### src/rtl/keypad_pkg.sv
// Shared types and scan-code constants for the keypad numeric-entry controller.
package keypad_pkg;

  typedef enum logic [2:0] {DIG, DOT, CLEAR, BKSP, ENTER, BAD} action_t;
  typedef enum logic [1:0] {IDLE, INT, FRAC, DONE} state_t;

  typedef struct packed {
    action_t    act;
    logic [3:0] dig;
  } key_act_t;

  // Raw 4x4 matrix scan codes; only keypad_decode interprets these.
  localparam logic [3:0] SC_0     = 4'b0000;
  localparam logic [3:0] SC_1     = 4'b1100;
  localparam logic [3:0] SC_2     = 4'b1101;
  localparam logic [3:0] SC_3     = 4'b1110;
  localparam logic [3:0] SC_4     = 4'b1000;
  localparam logic [3:0] SC_5     = 4'b1001;
  localparam logic [3:0] SC_6     = 4'b1010;
  localparam logic [3:0] SC_7     = 4'b0100;
  localparam logic [3:0] SC_8     = 4'b0101;
  localparam logic [3:0] SC_9     = 4'b0110;
  localparam logic [3:0] SC_DOT   = 4'b0001;
  localparam logic [3:0] SC_CLEAR = 4'b0010;
  localparam logic [3:0] SC_BKSP  = 4'b0011;
  localparam logic [3:0] SC_ENTER = 4'b1111;

endpackage

### src/rtl/keypad_entry_if.sv
// Key-strobe input and committed-value outputs of the keypad entry controller.
interface keypad_entry_if #(
    parameter int DIGITS = 4
);
    localparam int CW = $clog2(DIGITS + 1);

    logic                  key_valid;
    logic [3:0]            key;
    logic [4*DIGITS-1:0]   digits;
    logic [CW-1:0]         ndigits;
    logic [CW-1:0]         nfrac;
    logic                  dot_en;
    logic                  entry_done;
    logic                  commit;
    logic                  key_err;

    modport master (
        output key_valid, key,
        input  digits, ndigits, nfrac, dot_en, entry_done, commit, key_err
    );

    modport slave (
        input  key_valid, key,
        output digits, ndigits, nfrac, dot_en, entry_done, commit, key_err
    );

endinterface

### src/rtl/keypad_decode.sv
// Combinational scan code to {action, digit} decoder.
module keypad_decode
    import keypad_pkg::*;
(
    input  logic [3:0] key,
    output key_act_t   act
);

    always_comb begin
        // NOTE: default first so every path assigns act; no latch is inferred.
        act.act = BAD;
        act.dig = 4'd0;
        unique case (key)
            SC_0:     begin act.act = DIG; act.dig = 4'd0; end
            SC_1:     begin act.act = DIG; act.dig = 4'd1; end
            SC_2:     begin act.act = DIG; act.dig = 4'd2; end
            SC_3:     begin act.act = DIG; act.dig = 4'd3; end
            SC_4:     begin act.act = DIG; act.dig = 4'd4; end
            SC_5:     begin act.act = DIG; act.dig = 4'd5; end
            SC_6:     begin act.act = DIG; act.dig = 4'd6; end
            SC_7:     begin act.act = DIG; act.dig = 4'd7; end
            SC_8:     begin act.act = DIG; act.dig = 4'd8; end
            SC_9:     begin act.act = DIG; act.dig = 4'd9; end
            SC_DOT:   act.act = DOT;
            SC_CLEAR: act.act = CLEAR;
            SC_BKSP:  act.act = BKSP;
            SC_ENTER: act.act = ENTER;
            default:  act.act = BAD;
        endcase
    end

endmodule

### src/rtl/keypad_entry.sv
// Fixed-point BCD number entry FSM: shifts digits in/out, tracks counts, pulses commit/key_err.
module keypad_entry
    import keypad_pkg::*;
#(
    parameter int DIGITS   = 4,
    parameter int FRAC_MAX = 2
) (
    input  logic           clk,
    input  logic           rst,
    keypad_entry_if.slave  bus
);

    localparam int CW = $clog2(DIGITS + 1);
    localparam int BW = 4 * DIGITS;
    localparam logic [CW-1:0] MAX_ND = CW'(DIGITS);
    localparam logic [CW-1:0] MAX_NF = CW'(FRAC_MAX);
    localparam logic [CW-1:0] ONE    = CW'(1);

    key_act_t        dec;
    state_t          state_q, state_d;
    logic [BW-1:0]   buf_q, buf_d;
    logic [CW-1:0]   nd_q, nd_d;
    logic [CW-1:0]   nf_q, nf_d;
    logic            dot_q, dot_d;
    logic            done_q, done_d;
    logic            commit_q, commit_d;
    logic            err_q, err_d;

    keypad_decode u_decode (
        .key (bus.key),
        .act (dec)
    );

    always_comb begin
        state_d  = state_q;
        buf_d    = buf_q;
        nd_d     = nd_q;
        nf_d     = nf_q;
        dot_d    = dot_q;
        commit_d = 1'b0;
        err_d    = 1'b0;

        if (bus.key_valid) begin
            unique case (dec.act)
                CLEAR: begin
                    state_d = IDLE;
                    buf_d   = '0;
                    nd_d    = '0;
                    nf_d    = '0;
                    dot_d   = 1'b0;
                end
                DIG: begin
                    unique case (state_q)
                        IDLE, DONE: begin
                            state_d = INT;
                            buf_d   = {{(BW-4){1'b0}}, dec.dig};
                            nd_d    = ONE;
                            nf_d    = '0;
                            dot_d   = 1'b0;
                        end
                        INT: begin
                            if (nd_q < MAX_ND) begin
                                buf_d = {buf_q[BW-5:0], dec.dig};
                                nd_d  = nd_q + ONE;
                            end else begin
                                err_d = 1'b1;
                            end
                        end
                        FRAC: begin
                            if (nd_q < MAX_ND && nf_q < MAX_NF) begin
                                buf_d = {buf_q[BW-5:0], dec.dig};
                                nd_d  = nd_q + ONE;
                                nf_d  = nf_q + ONE;
                            end else begin
                                err_d = 1'b1;
                            end
                        end
                        default: ;
                    endcase
                end
                DOT: begin
                    unique case (state_q)
                        IDLE, DONE: begin
                            // A leading dot stands for "0." so the zero counts as a digit.
                            state_d = FRAC;
                            buf_d   = '0;
                            nd_d    = ONE;
                            nf_d    = '0;
                            dot_d   = 1'b1;
                        end
                        INT: begin
                            if (FRAC_MAX == 0 || nd_q == MAX_ND) begin
                                err_d = 1'b1;
                            end else begin
                                state_d = FRAC;
                                dot_d   = 1'b1;
                            end
                        end
                        default: err_d = 1'b1;
                    endcase
                end
                BKSP: begin
                    unique case (state_q)
                        INT: begin
                            if (nd_q > ONE) begin
                                buf_d = {4'd0, buf_q[BW-1:4]};
                                nd_d  = nd_q - ONE;
                            end else begin
                                state_d = IDLE;
                                buf_d   = '0;
                                nd_d    = '0;
                                nf_d    = '0;
                                dot_d   = 1'b0;
                            end
                        end
                        FRAC: begin
                            if (nf_q != '0) begin
                                buf_d = {4'd0, buf_q[BW-1:4]};
                                nd_d  = nd_q - ONE;
                                nf_d  = nf_q - ONE;
                            end else begin
                                state_d = INT;
                                dot_d   = 1'b0;
                            end
                        end
                        default: ;
                    endcase
                end
                ENTER: begin
                    if (state_q == INT || state_q == FRAC) begin
                        state_d  = DONE;
                        commit_d = 1'b1;
                    end else begin
                        err_d = 1'b1;
                    end
                end
                default: err_d = 1'b1;
            endcase
        end

        done_d = (state_d == DONE);
    end

    always_ff @(posedge clk or posedge rst) begin
        if (rst) begin
            state_q  <= IDLE;
            buf_q    <= '0;
            nd_q     <= '0;
            nf_q     <= '0;
            dot_q    <= 1'b0;
            done_q   <= 1'b0;
            commit_q <= 1'b0;
            err_q    <= 1'b0;
        end else begin
            // NOTE: non-blocking assignments so every flop samples pre-edge values.
            state_q  <= state_d;
            buf_q    <= buf_d;
            nd_q     <= nd_d;
            nf_q     <= nf_d;
            dot_q    <= dot_d;
            done_q   <= done_d;
            commit_q <= commit_d;
            err_q    <= err_d;
        end
    end

    assign bus.digits     = buf_q;
    assign bus.ndigits    = nd_q;
    assign bus.nfrac      = nf_q;
    assign bus.dot_en     = dot_q;
    assign bus.entry_done = done_q;
    assign bus.commit     = commit_q;
    assign bus.key_err    = err_q;

endmodule
### src/flat_wrapper.sv
// flat-port wrapper written by rule: the top's interface ports become plain ports
module keypad_entry_flat import keypad_pkg::*;
#(
    parameter int DIGITS   = 4,
    parameter int FRAC_MAX = 2
)
  (clk, rst, bus_key_valid, bus_key, bus_digits, bus_ndigits, bus_nfrac, bus_dot_en, bus_entry_done, bus_commit, bus_key_err);
  keypad_entry_if #(.DIGITS(DIGITS)) bus_i ();
  input  logic clk;
  input  logic rst;
  input wire logic [$bits(bus_i.key_valid)-1:0] bus_key_valid;
  input wire logic [$bits(bus_i.key)-1:0] bus_key;
  output wire logic [$bits(bus_i.digits)-1:0] bus_digits;
  output wire logic [$bits(bus_i.ndigits)-1:0] bus_ndigits;
  output wire logic [$bits(bus_i.nfrac)-1:0] bus_nfrac;
  output wire logic [$bits(bus_i.dot_en)-1:0] bus_dot_en;
  output wire logic [$bits(bus_i.entry_done)-1:0] bus_entry_done;
  output wire logic [$bits(bus_i.commit)-1:0] bus_commit;
  output wire logic [$bits(bus_i.key_err)-1:0] bus_key_err;
  assign bus_i.key_valid = bus_key_valid;
  assign bus_i.key = bus_key;
  assign bus_digits = bus_i.digits;
  assign bus_ndigits = bus_i.ndigits;
  assign bus_nfrac = bus_i.nfrac;
  assign bus_dot_en = bus_i.dot_en;
  assign bus_entry_done = bus_i.entry_done;
  assign bus_commit = bus_i.commit;
  assign bus_key_err = bus_i.key_err;
  keypad_entry #(.DIGITS(DIGITS), .FRAC_MAX(FRAC_MAX)) u_core (.clk(clk), .rst(rst), .bus(bus_i));
endmodule
### config.mk
export PLATFORM = sky130hd
export DESIGN_NAME = keypad_entry_flat
export DESIGN_NICKNAME = d
export VERILOG_FILES = /design/src/rtl/keypad_pkg.sv /design/src/rtl/keypad_entry_if.sv /design/src/rtl/keypad_decode.sv /design/src/rtl/keypad_entry.sv /design/src/flat_wrapper.sv
export SDC_FILE = /design/constraint.sdc
export NUM_CORES = 1
export LEC_CHECK = 0
export CAP_MARGIN = 20
export CORE_MARGIN = 2
export CORE_UTILIZATION = 53
export DETAILED_ROUTE_END_ITERATION = 16
export PLACE_DENSITY = 0.8
export SKIP_LAST_GASP = 1
export SYNTH_ARGS = -nofsm -noshare
export SYNTH_HDL_FRONTEND = slang
export SYNTH_SLANG_ARGS = --single-unit
### constraint.sdc
create_clock -name clk -period 2.3 [get_ports clk]
set_input_delay 0.46 -clock clk [delete_from_list [all_inputs] [get_ports clk]]
set_output_delay 0.46 -clock clk [all_outputs]
set_load 0.03 [all_outputs]
==> results of run 1 <==
-- critical path, delay by kind of cell (launching register included) --
| kind | cells | cell delay (ns) |
|---|---|---|
| flip-flops | 1 | 0.38 |
| AND/OR/NAND/NOR | 3 | 0.65 |
| adder cells (fa/ha/maj) | 1 | 0.23 |
| buffers and inverters | 3 | 0.38 |
| AO/OA/AOI/OAI | 2 | 0.34 |
-- state kept, by name (all words and copies together), names as in the netlist --
register	cells
u_core.bus.digits	16
u_core.bus.ndigits	3
u_core.bus.nfrac	3
u_core.state_q	2
u_core.bus.commit	1
u_core.bus.dot_en	1
u_core.bus.entry_done	1
u_core.bus.key_err	1
-- power by group through the flow --
stage	clock [mW]	sequential (mW)	combinational [mW]
detailed placement	0	0.712	1.16
global placement	0	0.707	1.13
global route	0.414	0.719	1.29
CTS	0.398	0.702	1.17
floorplan	0	0.861	0.567
finish	0.385	0.704	1.20
-- logic make-up (layout without fill, tap and decap cells) --
logic type / after synthesis / after routing / synth area share, %
compound gates: 78 / 78 / 29.6
simple gates: 69 / 69 / 18.8
buf+inv: 29 / 85 / 6.74
flops: 28 / 28 / 35.6
fa+ha+maj: 10 / 10 / 6.36
xor+xnor: 4 / 4 / 1.78
mux: 2 / 2 / 1.08
-- per-layer routing --
| metal | global-route usage (%) | share of wire, % |
|---|---|---|
| met3 | 4.51 | 6.1 |
| met4 | 8.51 | 1.2 |
| met2 | 42.8 | 48 |
| met1 | 34.1 | 45 |
| met5 | 0 | 0 |
-- worst paths after layout --
kind	cells after the start	from	slack [ns]	endpoint
setup / recovery	9	u_core.state_q[0]$_DFF_PP0_	0.22	u_core.bus.ndigits[2]$_DFFE_PP0P_
hold / removal	2	u_core.bus.digits[13]$_DFFE_PP0P_	0.52	u_core.bus.digits[13]$_DFFE_PP0P_
setup reg to reg	9	u_core.state_q[0]$_DFF_PP0_	0.22	u_core.bus.ndigits[2]$_DFFE_PP0P_
hold reg to reg	2	u_core.bus.digits[13]$_DFFE_PP0P_	0.52	u_core.bus.digits[13]$_DFFE_PP0P_
max in group asynchronous	3	rst	1.49	u_core.bus.digits[13]$_DFFE_PP0P_
min in group asynchronous	3	rst	0.54	u_core.bus.digits[5]$_DFFE_PP0P_
-- synthesized netlist by cell type, types with 2 or more instances --
cell,count
clkbuf_1,4
or3_1,2
a31oi_1,3
o21ai_0,22
o221ai_1,2
nand3_1,2
a22oi_1,11
and3_1,2
inv_1,13
xnor2_1,2
xor2_1,2
ha_1,10
nor2_1,10
o22a_1,5
nand4bb_1,2
nand2_1,27
o22ai_1,3
a211oi_1,3
o31ai_1,2
a21oi_1,10
dfrtp_1,28
nand2b_1,3
nor2b_1,4
nor3_1,5
nand4_1,2
o2111ai_1,2
nor4_1,2
buf_2,10
nor3b_1,3
-- timing repair --
action	4_1_cts	5_1_grt
gates resized for setup	0	4
hold buffers	0	0
setup endpoints to repair	0	1
-- layout make-up --
cell class	instances	area share [%]
Clock buffer	3	1.57
Clock inverter	1	1.14
Inverter	13	1.85
Multi-Input combinational cell	163	43.5
Sequential cell	28	26.6
Tap cell	48	2.28
Timing Repair Buffer	68	23.1
-- metrics by stage --
stage	area, µm²	TNS (ns)	setup WS (ns)
CTS	2620	0	0.0818
global route	2630	0	0.0679
finish	2630	0	0.216
floorplan	1970	0	0.282
global placement	2550	-0.00591	-0.00591
detailed placement	2550	-0.0640	-0.0381
==> flow_summary.ini, run 1 <==
[status]
status = finished clean

[synthesis]
synth_edf_count = 0
ys_seq_area_share_pct = 35.6
ys_top_cells_by_area = dfrtp_1 (36%), ha_1 (6.4%), o21ai_0 (5.6%)
synth_seq_cells = 28
yosys.area.top_type = dfrtp_1
synth_flop_cell = dfrtp_1
async_flop_share_pct = 100
yosysWarnings = 0
netlist.area_leader.share_pct = 35.6
yosysUniqueCellTypes = 53
syn_avg_cell_area_um2 = 8.94
netlist_instances = 220
synth_fp_nets = 237
syn_area_um2 = 1970

[critical_path]
slowest_delay_ns = 0.42
cp-end-kind = flop
cp_max_fo = 7
critical_path.cell_chain = inv_1 -> ha_2 -> buf_4 -> or3_4 -> nor2b_1 -> buf_4 -> a22oi_1 -> nor2_1 -> o22a_1
cp_slowest_cell = or3_4
required_ns = 2.47
path_class = reg2reg
startpoint_type = flop
crit_top_cell = buf_4
crit_arrival_ns = 2.25

[power_and_ir_drop]
leakage_nw = 1.10
switching_share_pct = 41.5
netSwitchingPower_mw = 0.948
vdd_drop_max_mv = 0.754
power_frac_comb_pct = 52.4
power_frac_clock_pct = 16.8
p_per_area_nw_per_um2 = 869
p_seq_share_pct = 30.8
intPower_mw = 1.34
fin_total_pwr_mw = 2.29

[sta]
setup_viol = 0
whs_ns = 0.518
fin_crit_sh_pct = 90.6
finalMaxSlewViolations = 0
hold_viol = 0
fmax_mhz = 480
rsz0062_at_grt = false
max_slew_margin_pct = 70.4
period_needed_ns = 2.08
skew_ns = 0.00883
tightest_slew_ns = 0.439

[drt]
ant_nets = 0
vias_per_cell = 5.88
drtPass1Iterations = 4
drt-initial-drc-count = 166
wl_per_cell_um = 15.4
route.detailed.drc = 0
drt-total-wl_um = 4980
vias = 1906

[layout]
final_common_cell = buf_4
drive_gt1_share_pct = 19.6
nets = 294
n_antenna_cell = 0
register_area_um2 = 701
final_cell_mix = buf_4 (34), clkdlybuf4s50_1 (32), dfrtp_1 (28)
fin_util_pct = 73.0
final_cell_count_no_fill = 324
multi_input_area_um2 = 1140
nFillCells = 285
syn_to_final_growth_pct = 33.8

[grt]
grtUsageTotal_pct = 25.9
grt_pass1_wl_um = 8520
grt_max_degree = 29
grt_pass1_vias = 1819
grt_antenna_before_repair = 0
grt_overflow = 0

[clocking]
clock_latency_ns = 0.28
cts_setup_buffers = 0
cts.sinks = 28
h-tree-depth = 1
root_buffer = clkbuf_8
cts.path.max_buffers = 2
clkTransAtPathRegs_ns = 0.09
numCtsBuffers = 3
cts_tree = built

[placed_design]
hpwl_um = 3750
place_inst = 320
port_buffers = 32
place_congestion = 0.890

[hold_path]
hold_class = reg2reg

[floorplanning]
die-height_um = 64.9
die_width_um = 64.9
start_util_pct = 54.5
num_rows = 22
design.core.area_um2 = 3610
dieArea_um2 = 4210
io_pins = 33

[run]
drv_cap = 0
No activity file was read; power rests on OpenSTA's default activity.
==> run 2: changes to the inputs <==
- SLEW_MARGIN: unset -> 15
==> results of run 2 <==
The final DEF is identical to that of run 1; final timing and power are the same.
==> run 3: changes to the inputs <==
- CORE_UTILIZATION: 53 -> 63
- DONT_BUFFER_PORTS: unset -> 1
- PLACE_DENSITY: 0.8 -> 0.79
- SLEW_MARGIN: 15 -> 20
==> run 3 against run 2 <==
Compared with the run above:
- combinational power shrank 29%
- core utilization fell by 3.6 points
- maximum frequency shrank 6.8%
- cell area is 21% lower
- via count fell by 9.5%
- count of clock-buffer cells in the layout rose by 1
- final cell count down 21%
- global-route usage is 3.6 points higher
- worst hold slack got worse by 0.31 ns
- flip-flop and latch count is the same
- critical path type unchanged
- critical endpoint is now u_core.bus.nfrac[2]$_DFFE_PP0P_
==> flow_summary.ini, run 3 (synthesis results as in run 1) <==
[drt]
wl_per_cell_um = 18.7
drtPass1Iterations = 5
route.detailed.drc = 0
ant_nets = 0
drt-initial-drc-count = 149
drt-total-wl_um = 4760
vias = 1724
vias_per_cell = 6.76

[sta]
whs_ns = 0.212
fin_crit_sh_pct = 97.2
tightest_slew_ns = 0.512
finalSetupTns_ns = 0
setup_viol = 0
period_needed_ns = 2.24
finalMaxSlewViolations = 0
hold_viol = 0
skew_ns = 0.0106
max_slew_margin_pct = 65.7
fmax_mhz = 447

[clocking]
h-tree-depth = 1
cts.sinks = 28
numCtsBuffers = 3
clock_latency_ns = 0.34
cts_tree = built
cts.path.max_buffers = 2
clkTransAtPathRegs_ns = 0.16
cts_setup_buffers = 0
root_buffer = clkbuf_4

[power_and_ir_drop]
p_per_area_nw_per_um2 = 913
leakage_nw = 0.866
vdd_drop_max_mv = 0.599
fin_total_pwr_mw = 1.90

[critical_path]
path_class = reg2reg
crit_family = simple AND/OR/NAND/NOR gates
cp_slowest_cell = or3_1
critPathBufInv = 1
cp-end-kind = flop
slowest_delay_ns = 0.45
rr_startpoint = u_core.state_q[0]$_DFF_PP0_
r2r_cells = 7
worstSetupStartpoint = u_core.state_q[0]$_DFF_PP0_
crit_end = u_core.bus.nfrac[2]$_DFFE_PP0P_
cp_max_fo = 10
r2r_end = u_core.bus.nfrac[2]$_DFFE_PP0P_
crit_arrival_ns = 2.50
critical_path.cell_chain = inv_1 -> ha_1 -> nor2_1 -> o311ai_4 -> nand3_1 -> or3_1 -> o22ai_1
required_ns = 2.56
path_depth = 7
startpoint_type = flop
reg2reg_slack_ns = 0.06

[hold_path]
hold_class = in2reg

[placed_design]
place_congestion = 0.862
hpwl_um = 3450
port_buffers = 0
place_inst = 250

[grt]
grt_overflow = 0
grt_pass1_vias = 1697
grt_max_degree = 25
grt_pass1_wl_um = 7930
grtUsageTotal_pct = 29.5
grt_antenna_before_repair = 0

[floorplanning]
num_rows = 20
start_util_pct = 65.5
dieArea_um2 = 3590
die_width_um = 59.9
design.core.area_um2 = 3000
die-height_um = 59.9
io_pins = 33

[layout]
multi_input_area_um2 = 1150
nFillCells = 249
drive_gt1_share_pct = 13.1
register_area_um2 = 701
final_common_cell = dfrtp_1
syn_to_final_growth_pct = 5.85
n_antenna_cell = 0
final_cell_mix = dfrtp_1 (28), nand2_1 (27), o21ai_0 (22)
nets = 240
final_cell_count_no_fill = 255
largest_reg_flops = 16
fin_util_pct = 69.3

[run]
drv_cap = 0

[status]
status = finished clean
run 3: cell types whose count changed in the layout (fill, tap and decap cells not counted), sizes merged:
cell           delta
bufinv            -1
clkdlybuf4s50    -32
clkbuf            +1
dlygate4sd3       +1
buf              -23
run 3: worst min-delay path by stage:
stage	cells past startpoint	slack, ns	endpoint	startpoint
2_1_floorplan	1	0.52	u_core.state_q[0]$_DFF_PP0_	u_core.state_q[0]$_DFF_PP0_
3_3_place_gp	1	0.34	u_core.bus.ndigits[1]$_DFFE_PP0P_	rst
3_5_place_dp	1	0.35	u_core.bus.ndigits[1]$_DFFE_PP0P_	rst
4_1_cts	1	0.20	u_core.bus.digits[3]$_DFFE_PP0P_	bus_key[3]
5_1_grt	1	0.19	u_core.bus.digits[3]$_DFFE_PP0P_	bus_key[3]
6_report	1	0.21	u_core.bus.digits[3]$_DFFE_PP0P_	bus_key[3]
run 3: through the flow:
step	instance area (µm²)	setup WS (ns)
2_1_floorplan	1970	0.282
3_3_place_gp	2020	0.158
3_5_place_dp	2020	0.0292
4_1_cts	2070	0.181
5_1_grt	2080	-0.0611
6_report	2080	0.0644
run 3: layout make-up:
| cell class | instances | share of cell area, % |
|---|---|---|
| inverter | 13 | 2.34 |
| timing repair buffer | 14 | 5.17 |
| tap | 33 | 1.98 |
| sequential | 28 | 33.7 |
| multi-input combinational | 163 | 55.1 |
| clock buffer | 4 | 1.74 |
run 3: metal layers:
| metal | up-vias | global-route usage, % | part of all wire, % |
|---|---|---|---|
| li1 | 808 | - | - |
| met2 | 68 | 45.8 | 49 |
| met5 | - | 0 | 0 |
| met1 | 831 | 40.9 | 42 |
| met3 | 17 | 4.33 | 6.4 |
| met4 | 0 | 12.4 | 2.6 |
run 3: what timing repair did:
item	4_1_cts	5_1_grt
hold buffers	1	0
cloned	0	0
endpoints found under the setup margin	1	9
pin swaps	0	0
resized for setup	1	1
hold endpoints to repair	9	0
run 3: power by group:
group	total (mW)	switching (mW)	leakage [nW]	internal, mW
clock network	0.248	0.151	0.0210	0.0970
logic	0.853	0.512	0.469	0.341
registers	0.800	0.215	0.376	0.585
